**config.mk**
```make
export PLATFORM = sky130hd
export DESIGN_NAME = decoder_2x4
export DESIGN_NICKNAME = d
export VERILOG_FILES = /design/src/rtl/decoder_pkg.sv /design/src/rtl/decoder_2x4_core.sv /design/src/rtl/decoder_2x4.sv
export SDC_FILE = /design/constraint.sdc
export NUM_CORES = 1
export LEC_CHECK = 0
export CAP_MARGIN = 20
export CORE_AREA = 2 2 39 41
export DETAILED_ROUTE_END_ITERATION = 6
export DIE_AREA = 0 0 41 43
export HOLD_SLACK_MARGIN = 0.08
export MAX_ROUTING_LAYER = met4
export SYNTH_ARGS = -nofsm -noshare
export SYNTH_HDL_FRONTEND = slang
export SYNTH_SLANG_ARGS = --single-unit
```
**constraint.sdc**
```tcl
create_clock -name clk -period 0.8 [get_ports clk]
set_input_delay 0.2 -clock clk [delete_from_list [all_inputs] [get_ports clk]]
set_output_delay 0.2 -clock clk [all_outputs]
set_load 0.1 [all_outputs]
```
**src/rtl/decoder_pkg.sv**
```systemverilog
// decoder_pkg: shared select encoding and helpers for the registered 2-to-4 decoder
//   SEL_Y0..SEL_Y3 : select codes for each one-hot output
//   sel_t          : 2-bit select code {i1,i0}
//   idle_level     : 4-bit inactive output pattern for a given polarity
package decoder_pkg;
   localparam logic [1:0] SEL_Y0 = 2'd0;
   localparam logic [1:0] SEL_Y1 = 2'd1;
   localparam logic [1:0] SEL_Y2 = 2'd2;
   localparam logic [1:0] SEL_Y3 = 2'd3;
   typedef logic [1:0] sel_t;
   function automatic logic [3:0] idle_level(input bit active_low);
      return active_low ? 4'hF : 4'h0;
   endfunction
endpackage

```
**src/rtl/decoder_2x4_core.sv**
```systemverilog
// decoder_2x4_core: combinational select-to-one-hot map, active-high
//   sel      in  2  select code {i1,i0}
//   en       in  1  decode enable; 0 forces an all-zero vector
//   w_onehot out 4  one-hot vector, bit n active for sel==n
module decoder_2x4_core
   import decoder_pkg::*;
(
   input  sel_t       sel,
   input  logic       en,
   output logic [3:0] w_onehot
);
   always_comb begin
      w_onehot[0] = en && (sel == SEL_Y0);
      w_onehot[1] = en && (sel == SEL_Y1);
      w_onehot[2] = en && (sel == SEL_Y2);
      w_onehot[3] = en && (sel == SEL_Y3);
   end
endmodule

```
**src/rtl/decoder_2x4.sv**
```systemverilog
// decoder_2x4: registered 2-to-4 one-hot decoder with selectable output polarity
//   clk   in  1  system clock, rising edge
//   rst   in  1  synchronous active-high reset
//   en    in  1  decode enable
//   i0    in  1  select LSB
//   i1    in  1  select MSB
//   y0..y3 out 1 registered one-hot outputs, inverted when OUT_ACTIVE_LOW=1
//   valid out 1  registered outputs hold a decoded value
module decoder_2x4
   import decoder_pkg::*;
#(
   parameter bit OUT_ACTIVE_LOW = 1'b0
) (
   input  logic clk,
   input  logic rst,
   input  logic en,
   input  logic i0,
   input  logic i1,
   output logic y0,
   output logic y1,
   output logic y2,
   output logic y3,
   output logic valid
);
   localparam logic [3:0] IDLE = idle_level(OUT_ACTIVE_LOW);
   logic [3:0] w_onehot;
   logic [3:0] r_y;
   logic       r_valid;
   decoder_2x4_core u_core (
      .sel      ({i1, i0}),
      .en       (en),
      .w_onehot (w_onehot)
   );
   // polarity is applied before the register so outputs come straight from flops
   always_ff @(posedge clk) begin
      if (rst) begin
         r_y     <= IDLE;
         r_valid <= 1'b0;
      end else begin
         r_y     <= w_onehot ^ IDLE;
         r_valid <= en;
      end
   end
   assign {y3, y2, y1, y0} = r_y;
   assign valid = r_valid;
endmodule

```
==> results by group, run 1 <==
Global routing
  • Total track usage: under 10%
  • Vias in the first global route: ~140
  • Initial antenna violation count: 0
  • First-pass GRT wire length: roughly 540 um
  • Pin count of the biggest net entering global routing: 6
  • Gr ovfl total: 0

Pwr
  • Clock power share: 43.0%
  • Max VDD drop: roughly 570 uV
  • Cell leakage power: between 0.15 and 0.2 nW
  • Internal power: 0.000481 W
  • Combinational power share: about a fifth
  • Total design power: between 0.0006 and 0.0007 W
  • Power per cell area: roughly 1800 nW/um^2
  • Sequential share of power: 37.6%
  • Switching share of power: 28.6%
  • Switching Power: 0.000193 W

Critical path
  • Req. time, crit path: 0.60 ns
  • Crit path max fanout: 1
  • Delay-heaviest family, CP: flip-flops
  • Crit start category: flop
  • Critical-path cell list: buf_12
  • CP Class: reg -> out
  • Critical path buffers and inverters: 1
  • CP peak stage delay: about 0.35 ns
  • Critical Path Slowest Stage Cell: dfxtp_4
  • Crit path DAT: ~0.76 ns
  • Crit end category: output port

Drt
  • DR pass1 iterations: 2
  • Drt wl/cell: approximately 9.6 um
  • Vias per inst: between 3 and 4
  • DR vias: around 140
  • DRC viols: 0
  • Initial drt markers: 2
  • Post-route ant nets: 0
  • WL final: roughly 370 um

Place
  • Final Wtd Congestion: 0.628
  • Port Buf Inserts: 9
  • Post-DP Area: between 300 and 400 um^2
  • DP Worst Slack: -0.300 ns

Floorplanning
  • Initial Util: 10.9%
  • Ports: 10
  • Die Y: ~43 um
  • Core box area: between 1000 and 1500 um^2
  • Row count: 14
  • Full die area: about 1800 um^2
  • Die X: just over 40 um

Timing
  • Post-route worst setup slack: -0.158 ns
  • Least-Margin Pin Slew: roughly 0.22 ns
  • Setup TNS: -0.766 ns
  • Crit path time final: 0.958 ns
  • Relative slew slack: 85.3%
  • Max-slew violations: 0
  • Final worst path period share: 120%
  • Fin. Hold Viols: 0
  • Setup violators final: 5
  • RSZ-0062 raised after global routing: true
  • Fmax: about 1000 MHz

Synthesis
  • Unique masters post-synth: 5
  • Most frequent cells after synthesis: 5 x dfxtp_1, 2 x and4bb_2, 1 x and4b_2, 1 x nor2b_1, 1 x nor4b_1
  • Synthesized cell area: between 150 and 200 um^2
  • Area leader, netlist: dfxtp_1
  • Main flop type after synthesis: dfxtp_1
  • Post-synth EDFFs: 0
  • Most common cell in the netlist: dfxtp_1
  • Seq/Total Area, Yosys: 66.1%
  • Mapped Avg Cell Area: about 15 um^2
  • Syn_nets: 15
  • Post-synth top area share: about two thirds
  • Post-synthesis instance total: 10
  • Synth Warn #: 0
  • Largest cells by area after synthesis: dfxtp_1 66%, and4bb_2 17%, and4b_2 7.4%, nor4b_1 5.8%, nor2b_1 4.1%
  • Synthesis-stage register bit count: 5
  • Async S/R FF share, synth: 0%

Clock tree
  • Root buffer cell: clkbuf_4
  • Num CTS Buffers: 3
  • Maximum clock insertion buffer count: 2
  • Setup bufs post-CTS: 0
  • CTS tree: yes
  • Hold Buf Count CTS: 0
  • CTS H-tree depth: 1
  • Reg clk slew, reported paths: approximately 0.05 ns
  • Clk sinks: 5

Final layout
  • Antenna diodes: 0
  • Synthesis-to-finish area growth: 148%
  • Design Area, Final: 375 um^2
  • Storage cell area: ~120 um^2
  • Util after Layout: a little over a quarter
  • Multi-input logic area: approximately 66 um^2
  • Share of layout cells above drive strength 1: between 70% and 80%
  • Nets@finish: 29
  • Filler cell count: 144

Status
  • Status: finished with violations
  • Failing checks: setup timing

Hold path
  • HP Class: in -> reg
  • Hold Crit Endpoint: r_y[0]$_SDFF_PP0_
  • Hold_sp: i1
  • Worst Hold Depth: 2

Job
  • Max Cap Viol: 0
[per-layer routing]
layer	up-vias	global-route usage, %	share of wire, %
li1	63	-	-
met1	65	5.83	37
met2	10	5.31	50
met3	0	4.71	13
met4	0	6.00	0
met5	-	-	0
[registers in the layout (all words and copies together), names as in the netlist]
register and cells:
valid 1, r_y 4
[cell usage in the layout (no fill, tap or decap)]
master | Yosys | final
dfxtp_4 | 0 | 5
nor2b_1 | 1 | 1
and4bb_2 | 2 | 2
clkbuf_4 | 0 | 3
nor4b_4 | 0 | 1
dlygate4sd2_1 | 0 | 2
buf_12 | 0 | 5
dlymetal6s2s_1 | 0 | 2
clkinv_2 | 0 | 1
and4b_2 | 1 | 1
[through the flow]
step                hold WS [ns]  cells
CTS                        0.297     39
floorplan                  0.262     10
finish                     0.252     39
detailed placement         0.682     35
global placement           0.683     35
global route               0.244     39
[layout make-up]
cell class                      count  area share [%]
Sequential cell                     5            31.7
Multi-Input combinational cell      5            17.7
Clock buffer                        3            6.00
Clock inverter                      1            1.33
Tap cell                           16            5.33
Timing Repair Buffer                9            38.0
[what timing repair did]
item,in CTS,in global routing
resized for setup,2,4
cloned,0,0
setup endpoints to repair,8,7
pin swaps,0,1
[logic make-up after synthesis]
logic type / Yosys count / synth area share, %
and+or+nand+nor: 5 / 33.9
DFF: 5 / 66.1
[worst max path at each step]
stage | slack (ns) | endpoint | start | depth (start not counted)
finish | -0.16 | y3 | r_y[3]$_SDFF_PP0_ | 1
global route | -0.19 | y3 | r_y[3]$_SDFF_PP0_ | 1
CTS | -0.18 | y3 | r_y[3]$_SDFF_PP0_ | 1
detailed placement | -0.30 | r_y[1]$_SDFF_PP0_ | rst | 2
global placement | -0.27 | r_y[2]$_SDFF_PP0_ | rst | 2
floorplan | 0.1 | valid | valid$_SDFF_PP0_ | 0
[power by group through the flow]
stage                     clock network, W    logic, W  registers [W]
after detailed placement                 0    0.000128       0.000259
after floorplan                          0  0.00000936       0.000313
after CTS                         0.000307    0.000125       0.000254
final                             0.000290    0.000131       0.000254
after global routing              0.000323    0.000136       0.000254
after global placement                   0    0.000126       0.000258
Note: power is estimated with default switching activity, not from simulation.
==> run 2: changes to the inputs <==
==> constraint.sdc (replaced) <==
create_clock -name clk -period 0.8 [get_ports clk]
set_input_delay 0.08 -clock clk [delete_from_list [all_inputs] [get_ports clk]]
set_output_delay 0.08 -clock clk [all_outputs]
set_load 0.1 [all_outputs]
==> run 2 against run 1 <==
The flow still finishes with violations (setup timing); via count is 0.72% higher; flip-flop and latch count did not move; sequential share of layout area shrank 0.76 points; core utilization decreased by 2.3 points; final cell count did not move; clock power down 2%; cell area is 8.3% lower; critical path depth unchanged; critical endpoint is now y2; largest cell class unchanged; highest routed layer is now met4.
==> results by group, run 2 (same netlist as run 1, synthesis figures left out) <==
Status
  • Status: finished with violations
  • Failing checks: setup timing

Global routing
  • Total track usage: about 6.0%
  • Pin count of the biggest net entering global routing: 6
  • First-pass GRT wire length: 572 um
  • Gr ovfl total: 0
  • Initial antenna violation count: 0
  • Vias in the first global route: between 100 and 150

Pwr
  • Max VDD drop: 420 uV
  • Internal power: slightly above 0.0005 W
  • Switching Power: around 0.00018 W
  • Clock power share: about two fifths
  • Sequential share of power: about two fifths
  • Switching share of power: approximately a quarter
  • Cell leakage power: 0.132 nW
  • Power per cell area: 1970 nW/um^2
  • Combinational power share: between 10% and 20%

Final layout
  • Share of layout cells above drive strength 1: 69.6%
  • Synthesis-to-finish area growth: 127%
  • Non-filler cells, final: 39
  • Antenna diodes: 0
  • Nets@finish: 29
  • Commonest non-fill, non-tap cells in the layout: 5 x buf_12, 5 x dfxtp_2, 4 x clkdlybuf4s50_1
  • Filler cell count: between 100 and 150
  • Util after Layout: around 25%
  • Register with the most flip-flops: r_y
  • Largest register FFs: 4

Critical path
  • Crit path DAT: about 0.75 ns
  • Crit end category: output port
  • Delay-heaviest family, CP: flip-flops
  • Crit path max fanout: 1
  • Critical path buffers and inverters: 1
  • Critical-path cell list: buf_12
  • CP peak stage delay: 0.34 ns
  • Critical Path Slowest Stage Cell: dfxtp_2
  • CP Class: reg -> out
  • Crit start category: flop
  • Req. time, crit path: between 0.7 and 0.8 ns

Floorplanning
  • Die Y: 43 um
  • Initial Util: a little over a tenth
  • Full die area: 1760 um^2
  • Row count: 14
  • Core box area: around 1400 um^2
  • Ports: 10
  • Die X: approximately 40 um

Drt
  • Vias per inst: 3.56
  • DR vias: about 140
  • Post-route ant nets: 0
  • Initial drt markers: 1
  • DR pass1 iterations: 2
  • Drt wl/cell: 8.23 um
  • DRC viols: 0
  • WL final: 321 um

Timing
  • Final worst path period share: 103%
  • Max-slew violations: 0
  • Fmax: roughly 1200 MHz
  • RSZ-0062 raised after global routing: true
  • Post-route worst setup slack: -0.0276 ns
  • Setup violators final: 5
  • Crit path time final: 0.828 ns
  • Relative slew slack: approximately 83%
  • Fin. Hold Viols: 0
  • Least-Margin Pin Slew: about 0.24 ns

Place
  • DP Worst Slack: -0.185 ns
  • Port Buf Inserts: 9
  • Final Wtd Congestion: 0.628
  • Placed Cells: 35

Clock tree
  • Clk sinks: 5
  • Num CTS Buffers: 3
  • Maximum clock insertion buffer count: 2
  • Reg clk slew, reported paths: around 0.040 ns
  • Setup bufs post-CTS: 0
  • Root buffer cell: clkbuf_4
  • CTS tree: yes
  • CTS H-tree depth: 1

Hold path
  • HP Class: in -> reg

Job
  • Max Cap Viol: 0
-- run 2: changes by cell type in the layout (fill, tap and decap cells not counted) --
cell	previous run	this run
clkdlybuf4s50_1	0	4
nor4b_4	1	0
dfxtp_2	0	5
clkinv_2	1	0
clkbuf_1	0	1
dfxtp_4	5	0
dlygate4sd2_1	2	0
dlymetal6s2s_1	2	0
nor4b_1	0	1
-- run 2: power groups by stage --
stage          clock (W)  sequential, W  combinational (W)
2_1_floorplan          0       0.000325         0.00000941
3_3_place_gp           0       0.000271           0.000126
3_5_place_dp           0       0.000271           0.000128
4_1_cts         0.000299       0.000267           0.000128
5_1_grt         0.000313       0.000267           0.000133
6_report        0.000284       0.000267           0.000128
-- run 2: area by class of cell --
class / instances / area [um^2] / area share [%]
Timing Repair Buffer: 9 / 140 / 40.7
Sequential cell: 5 / 106 / 30.9
Multi-Input combinational cell: 5 / 51.3 / 14.9
Tap cell: 16 / 20.0 / 5.82
Clock buffer: 4 / 26.3 / 7.64
-- run 2: routing by layer --
layer	track usage (%)	vias up	wire [um]	part of all wire, %
met5	-	-	0	0
met1	5.18	61	122	38
li1	-	64	-	-
met4	10.0	0	15	4.7
met2	6.25	12	126	39
met3	3.66	2	56	17
-- run 2: final timing paths --
| check | start | end | cells past startpoint |
|---|---|---|---|
| setup / recovery | r_y[2]$_SDFF_PP0_ | y2 | 1 |
| hold / removal | i0 | r_y[0]$_SDFF_PP0_ | 2 |
-- run 2: stage by stage --
stage          hold slack, ns  power [W]  instance area, um^2  TNS (ns)
2_1_floorplan           0.144   0.000335                  158         0
3_3_place_gp            0.545   0.000397                  318    -0.568
3_5_place_dp            0.544   0.000399                  318    -0.669
4_1_cts                 0.439   0.000694                  344    -0.169
5_1_grt                 0.468   0.000714                  344    -0.234
6_report                0.456   0.000679                  344    -0.104
-- run 2: repair_timing --
item	in CTS	in global routing
endpoints found under the setup margin	5	5
resized for setup	0	0
gates cloned	0	0
hold buffers	0	0
pin swaps	0	0
==> run 3: changes to the inputs <==
Settings changed: REMOVE_ABC_BUFFERS set to 1.
==> run 3 against run 2 <==
The run still ends with setup timing left; total power is 1.4% higher; flip-flop and latch count stayed put; non-clock buffer count stayed put; final cell count stayed put; clock power is 3% higher; die area stayed put; cell area stayed put; global-route usage is 0.73 points higher; first-iteration DRC count grew to 3.0 times the previous value; clock-buffer cell count stayed put; sequential power hardly changed; critical endpoint unchanged.
==> results by group, run 3 (same netlist as run 1, synthesis figures left out) <==
Pwr
  • Clock power share: between 40% and 50%
  • Cell leakage power: 0.132 nW
  • Max VDD drop: just under 700 uV
  • Combinational power share: 18.7%
  • Switching Power: about 0.00018 W
  • Power per cell area: roughly 2000 nW/um^2
  • Switching share of power: 26.8%
  • Internal power: around 0.00050 W
  • Sequential share of power: between 30% and 40%

Timing
  • Fin. Hold Viols: 0
  • RSZ-0062 raised after global routing: true
  • Relative slew slack: a little over 80%
  • Fmax: approximately 1200 MHz
  • Final worst path period share: 105%
  • Least-Margin Pin Slew: about 0.26 ns
  • Max-slew violations: 0
  • Post-route worst setup slack: -0.0390 ns
  • Setup violators final: 5
  • Crit path time final: 0.839 ns

Critical path
  • Critical-path cell list: buf_12
  • CP peak stage delay: 0.34 ns
  • CP Class: reg -> out
  • Crit path DAT: 0.76 ns
  • Crit end category: output port
  • Delay-heaviest family, CP: flip-flops
  • Critical path buffers and inverters: 1
  • Crit path max fanout: 1
  • Critical Path Slowest Stage Cell: dfxtp_2
  • Req. time, crit path: 0.72 ns
  • Crit start category: flop

Floorplanning
  • Core box area: between 1000 and 1500 um^2
  • Initial Util: 10.9%
  • Die X: slightly above 40 um
  • Die Y: about 43 um
  • Ports: 10
  • Row count: 14
  • Full die area: 1760 um^2

Clock tree
  • Maximum clock insertion buffer count: 2
  • Setup bufs post-CTS: 0
  • Reg clk slew, reported paths: approximately 0.040 ns
  • CTS H-tree depth: 1
  • Num CTS Buffers: 3
  • Clk sinks: 5
  • Root buffer cell: clkbuf_4
  • CTS tree: yes

Final layout
  • Largest register FFs: 4
  • Share of layout cells above drive strength 1: ~70%
  • Commonest non-fill, non-tap cells in the layout: 5 x buf_12, 5 x dfxtp_2, 4 x clkdlybuf4s50_1
  • Synthesis-to-finish area growth: 127%
  • Antenna diodes: 0
  • Non-filler cells, final: 39
  • Filler cell count: approximately 140
  • Nets@finish: 29
  • Register with the most flip-flops: r_y

Global routing
  • Vias in the first global route: 160
  • Pin count of the biggest net entering global routing: 6
  • Total track usage: 6.71%
  • Gr ovfl total: 0
  • Initial antenna violation count: 0
  • First-pass GRT wire length: between 600 and 700 um

Drt
  • DRC viols: 0
  • DR pass1 iterations: 2
  • DR vias: ~140
  • WL final: 378 um
  • Post-route ant nets: 0
  • Drt wl/cell: 9.69 um
  • Vias per inst: between 3 and 4
  • Initial drt markers: 3

Place
  • Placed Cells: 35
  • Final Wtd Congestion: 0.629
  • DP Worst Slack: -0.181 ns
  • Port Buf Inserts: 9

Hold path
  • Hold_sp: i1
  • HP Class: in -> reg
  • Worst Hold Depth: 2
  • Hold Crit Endpoint: r_y[0]$_SDFF_PP0_

Job
  • Max Cap Viol: 0

Status
  • Status: finished with violations
  • Failing checks: setup timing
## run 3: worst max-delay path by stage
stage | start | endpoint | slack [ns] | cells after the start
4_1_cts | r_y[2]$_SDFF_PP0_ | y2 | -0.05 | 1
2_1_floorplan | valid$_SDFF_PP0_ | valid | -0.19 | 0
5_1_grt | r_y[2]$_SDFF_PP0_ | y2 | -0.07 | 1
3_5_place_dp | rst | r_y[2]$_SDFF_PP0_ | -0.18 | 2
3_3_place_gp | rst | r_y[2]$_SDFF_PP0_ | -0.15 | 2
6_report | r_y[2]$_SDFF_PP0_ | y2 | -0.04 | 1
## run 3: what timing repair did
action	4_1_cts	5_1_grt
hold buffers	0	0
endpoints found under the setup margin	5	5
resized for setup	5	0
## run 3: layer usage
layer	global-route usage [%]	vias to the layer above	share of wire (%)
met5	-	-	0
met4	8.00	0	0
met3	6.28	0	12
met2	7.50	10	48
li1	-	63	-
met1	5.52	65	39
## run 3: power by group through the flow
stage | Sequential (W) | Clock (W) | Combinational, W
after floorplan | 0.000323 | 0 | 0.00000941
after global placement | 0.000269 | 0 | 0.000126
after detailed placement | 0.000270 | 0 | 0.000128
after CTS | 0.000267 | 0.000302 | 0.000129
after global routing | 0.000267 | 0.000322 | 0.000133
final | 0.000267 | 0.000293 | 0.000129
## run 3: layout make-up
| type | count | area (um^2) | share of cell area [%] |
|---|---|---|---|
| multi-input cells | 5 | 51.3 | 14.9 |
| flip-flops and latches | 5 | 106 | 30.9 |
| clock buffers | 4 | 26.3 | 7.64 |
| repair buffers | 9 | 140 | 40.7 |
| well taps | 16 | 20.0 | 5.82 |
## run 3: per-stage QoR
stage | total power [W] | TNS, ns | hold slack (ns) | util (%) | area (um^2)
final | 0.000689 | -0.150 | 0.458 | 24.9 | 344
after floorplan | 0.000333 | -0.945 | 0.152 | - | 151
after CTS | 0.000698 | -0.198 | 0.447 | 24.9 | 344
after global placement | 0.000395 | -0.555 | 0.551 | 22.5 | 312
after detailed placement | 0.000398 | -0.685 | 0.547 | 22.5 | 312
after global routing | 0.000722 | -0.286 | 0.467 | 24.9 | 344
